**src/rtl/div_issue_queue.sv**
```systemverilog
// div_issue_queue: operand FIFO in front of a multi-cycle unsigned divider.
// Accepts {a,b} pairs over valid/ready, issues the head entry with a
// one-cycle start pulse and holds the operands until the divider completes.
// Optional feature macro: DIVQ_TIMEOUT_EN (aborts a hung divider after
// TIMEOUT WAIT cycles, pulses div_sclr and sets the sticky timeout_err).
//
// Handshake: a pair transfers on any rising edge where in_valid && in_ready;
// in_ready depends only on queue occupancy (never on in_valid), and the
// producer must hold in_a/in_b stable while in_valid is high and in_ready low.
module div_issue_queue #(
  parameter int DEPTH   = 4,
  parameter int WIDTH   = 10,
  parameter int TIMEOUT = 31
) (
  input  logic                     clk,
  input  logic                     rst,
  input  logic                     in_valid,
  output logic                     in_ready,
  input  logic [WIDTH-1:0]         in_a,
  input  logic [WIDTH-1:0]         in_b,
  input  logic                     flush,
  output logic [WIDTH-1:0]         div_a,
  output logic [WIDTH-1:0]         div_b,
  output logic                     div_start,
  output logic                     div_sclr,
  input  logic                     div_busy,
  input  logic                     div_valid,
  output logic [$clog2(DEPTH):0]   count,
  output logic                     idle,
  output logic                     timeout_err,
  output logic [1:0]               dbg_state
);

  localparam int AW = $clog2(DEPTH);

  typedef enum logic [1:0] {
    S_IDLE  = 2'd0,
    S_ISSUE = 2'd1,
    S_WAIT  = 2'd2
  } state_t;

  state_t           r_state;
  state_t           w_next;
  logic [AW:0]      r_wr_ptr;
  logic [AW:0]      r_rd_ptr;
  logic [WIDTH-1:0] r_mem_a [DEPTH];
  logic [WIDTH-1:0] r_mem_b [DEPTH];
  logic [WIDTH-1:0] r_div_a;
  logic [WIDTH-1:0] r_div_b;
  logic             r_sclr;
  logic             w_full;
  logic             w_empty;
  logic             w_push;
  logic             w_pop;
  logic             w_load;
  logic             w_abort;

  // Occupancy: pointers carry one extra wrap bit to tell full from empty.
  assign w_empty = (r_wr_ptr == r_rd_ptr);
  assign w_full  = (r_wr_ptr[AW] != r_rd_ptr[AW]) &&
                   (r_wr_ptr[AW-1:0] == r_rd_ptr[AW-1:0]);
  assign w_push  = in_valid && !w_full;

  assign in_ready  = !w_full;
  assign count     = r_wr_ptr - r_rd_ptr;
  assign idle      = w_empty && (r_state == S_IDLE);
  assign div_start = (r_state == S_ISSUE);
  assign div_sclr  = r_sclr;
  assign div_a     = r_div_a;
  assign div_b     = r_div_b;
  assign dbg_state = r_state;

`ifdef DIVQ_TIMEOUT_EN
  localparam int TW = $clog2(TIMEOUT + 1);
  logic [TW-1:0] r_wait_cnt;
  logic          r_timeout_err;

  // WAIT cycle counter: zeroed while issuing so it starts fresh in WAIT.
  always_ff @(posedge clk or posedge rst) begin
    if (rst)                                r_wait_cnt <= '0;
    else if (flush || r_state == S_ISSUE)   r_wait_cnt <= '0;
    else if (r_state == S_WAIT)             r_wait_cnt <= r_wait_cnt + 1'b1;
  end

  // Sticky abort flag, cleared only by flush or reset.
  always_ff @(posedge clk or posedge rst) begin
    if (rst)          r_timeout_err <= 1'b0;
    else if (flush)   r_timeout_err <= 1'b0;
    else if (w_abort) r_timeout_err <= 1'b1;
  end

  assign timeout_err = r_timeout_err;
`else
  assign timeout_err = 1'b0;
`endif

  // Next state: issue when work is queued and divider free, pop on completion.
  always_comb begin
    w_next  = r_state;
    w_pop   = 1'b0;
    w_load  = 1'b0;
    w_abort = 1'b0;
    case (r_state)
      S_IDLE: begin
        if (!w_empty && !div_busy) begin
          w_next = S_ISSUE;
          w_load = 1'b1;
        end
      end
      S_ISSUE: w_next = S_WAIT;
      S_WAIT: begin
        if (div_valid) begin
          w_pop  = 1'b1;
          w_next = S_IDLE;
        end
`ifdef DIVQ_TIMEOUT_EN
        else if (r_wait_cnt == TW'(TIMEOUT - 1)) begin
          w_pop   = 1'b1;
          w_abort = 1'b1;
          w_next  = S_IDLE;
        end
`endif
      end
      default: w_next = S_IDLE;
    endcase
  end

  // State register; flush forces IDLE over any transition.
  always_ff @(posedge clk or posedge rst) begin
    if (rst)        r_state <= S_IDLE;
    else if (flush) r_state <= S_IDLE;
    else            r_state <= w_next;
  end

  // Queue pointers; flush empties the queue and wins over push/pop.
  always_ff @(posedge clk or posedge rst) begin
    if (rst) begin
      r_wr_ptr <= '0;
      r_rd_ptr <= '0;
    end else if (flush) begin
      r_wr_ptr <= '0;
      r_rd_ptr <= '0;
    end else begin
      if (w_push) r_wr_ptr <= r_wr_ptr + 1'b1;
      if (w_pop)  r_rd_ptr <= r_rd_ptr + 1'b1;
    end
  end

  // Storage array; a write during flush is harmless since pointers reset.
  always_ff @(posedge clk) begin
    if (w_push) begin
      r_mem_a[r_wr_ptr[AW-1:0]] <= in_a;
      r_mem_b[r_wr_ptr[AW-1:0]] <= in_b;
    end
  end

  // Operand registers load from the head on IDLE->ISSUE and hold afterwards.
  always_ff @(posedge clk or posedge rst) begin
    if (rst) begin
      r_div_a <= '0;
      r_div_b <= '0;
    end else if (!flush && w_load) begin
      r_div_a <= r_mem_a[r_rd_ptr[AW-1:0]];
      r_div_b <= r_mem_b[r_rd_ptr[AW-1:0]];
    end
  end

  // One-cycle divider clear on flush or on a timeout abort.
  always_ff @(posedge clk or posedge rst) begin
    if (rst) r_sclr <= 1'b0;
    else     r_sclr <= flush || w_abort;
  end

endmodule
```
**config.mk**
```make
export PLATFORM = sky130hd
export DESIGN_NAME = div_issue_queue
export DESIGN_NICKNAME = d
export VERILOG_FILES = /design/src/rtl/div_issue_queue.sv
export SDC_FILE = /design/constraint.sdc
export NUM_CORES = 1
export LEC_CHECK = 0
export CORE_MARGIN = 2
export CORE_UTILIZATION = 45
export CTS_BUF_LIST = sky130_fd_sc_hd__clkbuf_8
export CTS_CLUSTER_DIAMETER = 80
export CTS_CLUSTER_SIZE = 20
export DETAILED_ROUTE_END_ITERATION = 8
export GPL_TIMING_DRIVEN = 0
export PLACE_DENSITY = 0.64
export SYNTH_ARGS = -nofsm -noshare
export SYNTH_HDL_FRONTEND = slang
export SYNTH_SLANG_ARGS = --single-unit
```
**constraint.sdc**
```tcl
create_clock -name clk -period 4 [get_ports clk]
set_clock_uncertainty 0.05 [all_clocks]
set_input_delay 0.4 -clock clk [delete_from_list [all_inputs] [get_ports clk]]
set_output_delay 0.4 -clock clk [all_outputs]
set_load 0.005 [all_outputs]
```
==> results.md <==
- Least-Margin Pin Slew: 1120 ps
- Tot GR Track Use: 15.07%
- Synth Cell Area: between 4000 and 5000 µm²
- Vias in the first global route: 2,071
- CTS tree: yes
- Startpoint Class: register
- Worst min-delay path class: in -> async
- Antenna violations before repair: 0
- Max capacitance violation total: 0
- Crit. End Element: register
- Mapped Nets: 244
- Synth area leaders: edfxtp_1 55%, dfrtp_1 17%, mux2_4 6.6%
- First-pass GRT wire length: 11,160 µm
- Synth Area in Compound Gates: less than 1%
- Setup TNS: 0 ps
- R2R setup slack: 780 ps
- Final total power: 2.488 mW
- Antenna cells: 0
- Top cells by count, synth: 80 x edfxtp_1, 29 x dfrtp_1, 19 x mux2_4, 12 x mux4_2
- Cell variety after synth: 32
- Sequential share of the synthesized area: between 70% and 80%
- FF-to-FF End: r_mem_b[0][0]
- DR iter-0 viols: 75
- Synth Flop Type: edfxtp_1
- Total routed wirelength: around 7100 µm
- Worst vdd ir: between 0.15 and 0.2 mV
- Top cell type by total area after synthesis: edfxtp_1
- Die W: 102.3 µm
- Detailed-route vias per instance: 4.968
- Placeable Area: about 9300 µm²
- Clk_lat worst skew: approximately 360 ps
- Syn Area/Cell: 20.72 µm²
- Post-Synth XOR/XNOR Area: less than 1%
- Proportion of layout cells with a drive suffix above 1: between 10% and 20%
- Dpl hpwl: 4389 µm
- Worst R2R Start: r_rd_ptr[1]
- Setup Fix Bufs, Post-CTS: 0
- Via count: about 2,000
- Final Max Tran Viols: 0
- Outcome: complete, no violations
- H-tree Lvls: 3
- NumNets Final: 310
- Multi-input logic area: approximately 1100 µm²
- Post-CTS sizing: 0
- Post-synth EDFFs: 80
- Clk slew on worst S/H paths: roughly 100 ps
- Largest family of logic cells by synthesized area: multiplexers
- Fin. Hold Viols: 0
- Asr flop ratio synth: 26.61%
- RSZ-0062 raised after global routing: no
- Post-synth top area share: between 50% and 60%
- Routed wirelength normalized by instance count: 17.41 µm
- Largest net degree at the start of global routing: 30
- CTS buffer count: 9
- Max Fanout on Critical Path: 20
- DR pass1 iterations: 4
- Row count: 35
- Synth warnings: 0
- Mux share of post-synthesis cell area: 18.58%
- Setup Viol. Count Final: 0
- Layout area overhead: 20.65%
- Final Wtd Congestion: 0.7818
- Simple-gate area share of the yosys netlist: 3.164%
- I/O pin count: 56
- Die area: 10,470 µm²
- Maximum clock rate: 310.6 MHz
- Die Height: 102.3 µm
- CP arrival: between 3000 and 4000 ps
- Grt ovf: 0
- # hold bufs at CTS: 0
- Max_slew headroom: between 20% and 30%
- Worst Path Required: 3930 ps
- Initial Util: a little under half
- Lkg Pwr: 1.963 nW
- Fillers: ~760
- Post-Synth Adder-Cell Area: 2.473%
- DRC: 0
- Synth Register Bits: 109
- Type of the worst setup path: reg -> reg
- Tmin final: between 3000 and 4000 ps
- Port Buffer Count: 54
- Clock sink count: 109
- Top-count cell post-synth: edfxtp_1
- FF-to-FF path depth: 5
- Pwr Density: 473.9 nW/µm²
- Post-Syn Instances: 210
- Final ANT Viol Nets: 0
- Seq. cell area: 3128 µm²
- Root Buffer: clkbuf_8
- Clock Path Buffers: 2
- Fin crit share: 80.48%
-- per-layer routing --
layer	wire, µm	share of wire [%]	vias to the layer above	GRT usage (%)
met2	3529	49	45	24.60
met4	95	1.3	0	5.538
met3	281	3.9	5	3.967
li1	-	-	945	-
met1	3232	45	1042	19.65
met5	0	0	-	0
-- sequential cells by signal, summed over array words and instances, names as in the netlist --
signal / cells
div_a: 10
r_wr_ptr: 3
r_mem_b: 40
r_rd_ptr: 3
div_b: 10
dbg_state: 2
r_mem_a: 40
div_sclr: 1
-- layout by cell type, fill, tap and decap left out --
master            n
nand3b_1          1
mux2i_1           2
edfxtp_1         80
mux2_2            2
ha_1              7
xor2_2            1
conb_1            1
mux4_2           12
nand3_1           1
nor4_1            2
nand2b_1          3
clkbuf_1          2
clkinv_2          1
clkinv_4          2
fa_1              1
clkdlybuf4s50_1  54
buf_6             4
buf_1             1
nor2b_1           1
buf_4             1
mux2_4           19
nand2_1           2
dfrtp_1          29
nor3b_1           2
xor2_1            3
a211o_1           1
buf_16            1
o21ai_2           1
and2_1            4
clkinvlp_4        2
nor2_1            7
a31oi_1           1
clkbuf_8          9
mux4_1            8
a21oi_1           1
nor3_1            1
nand4b_1          1
inv_1            10
-- metrics by stage --
step | cell area, µm² | hold slack [ps] | utilization, % | setup WS [ps] | instances
2_1_floorplan | 4350 | 381.4 | - | 1549 | 210
3_3_place_gp | 5052 | 445.5 | 54.17 | 742.3 | 393
3_5_place_dp | 5052 | 443.5 | 54.17 | 690.4 | 393
4_1_cts | 5221 | 465.9 | 55.98 | 653.8 | 409
5_1_grt | 5249 | 300.9 | 56.27 | 485.3 | 410
6_report | 5249 | 284.8 | 56.27 | 780.8 | 410
-- critical path, stage by stage (launching register included) --
cell and delay, ps:
dfrtp_1 480, buf_1 520, inv_1 100, ha_1 330
a31oi_1 400, and2_1 950
-- power breakdown --
part           internal [mW]  switching (mW)  total [mW]
sequential              1.35          0.0727        1.43
combinational          0.344           0.141       0.484
clock                  0.223           0.354       0.577
total                   1.92           0.568        2.49
-- area by class of cell --
| type | instances | area share (%) |
|---|---|---|
| inverter | 8 | 0.5721 |
| timing repair buffer | 55 | 10.82 |
| buffer | 8 | 1.216 |
| multi-input combinational | 85 | 21.50 |
| tap | 129 | 3.075 |
| sequential | 109 | 59.59 |
| clock inverter | 7 | 0.8582 |
| clock buffer | 9 | 2.360 |
-- cells by family (layout without fill, tap and decap cells) --
kind of cell / count (synthesis) / count (layout)
other: 1 / 1
DFF: 109 / 109
AOI/OAI and AO/OA: 4 / 4
buffers and inverters: 16 / 87
and+or+nand+nor: 25 / 25
muxes: 43 / 43
xor gates and xnor gates: 4 / 4
adders and majority gates: 8 / 8
-- worst max path at each step --
stage / start / to / slack [ps] / cells past startpoint
6_report: r_rd_ptr[1] / r_mem_b[0][0] / 780 / 5
5_1_grt: r_rd_ptr[1] / r_mem_b[0][0] / 490 / 5
4_1_cts: r_rd_ptr[1] / r_mem_b[0][0] / 650 / 5
3_5_place_dp: r_rd_ptr[1] / r_mem_a[0][0] / 690 / 5
3_3_place_gp: r_rd_ptr[1] / r_mem_a[0][0] / 740 / 5
2_1_floorplan: r_rd_ptr[1] / r_mem_a[3][0] / 1550 / 5
Power figures use the tool's default switching activity.
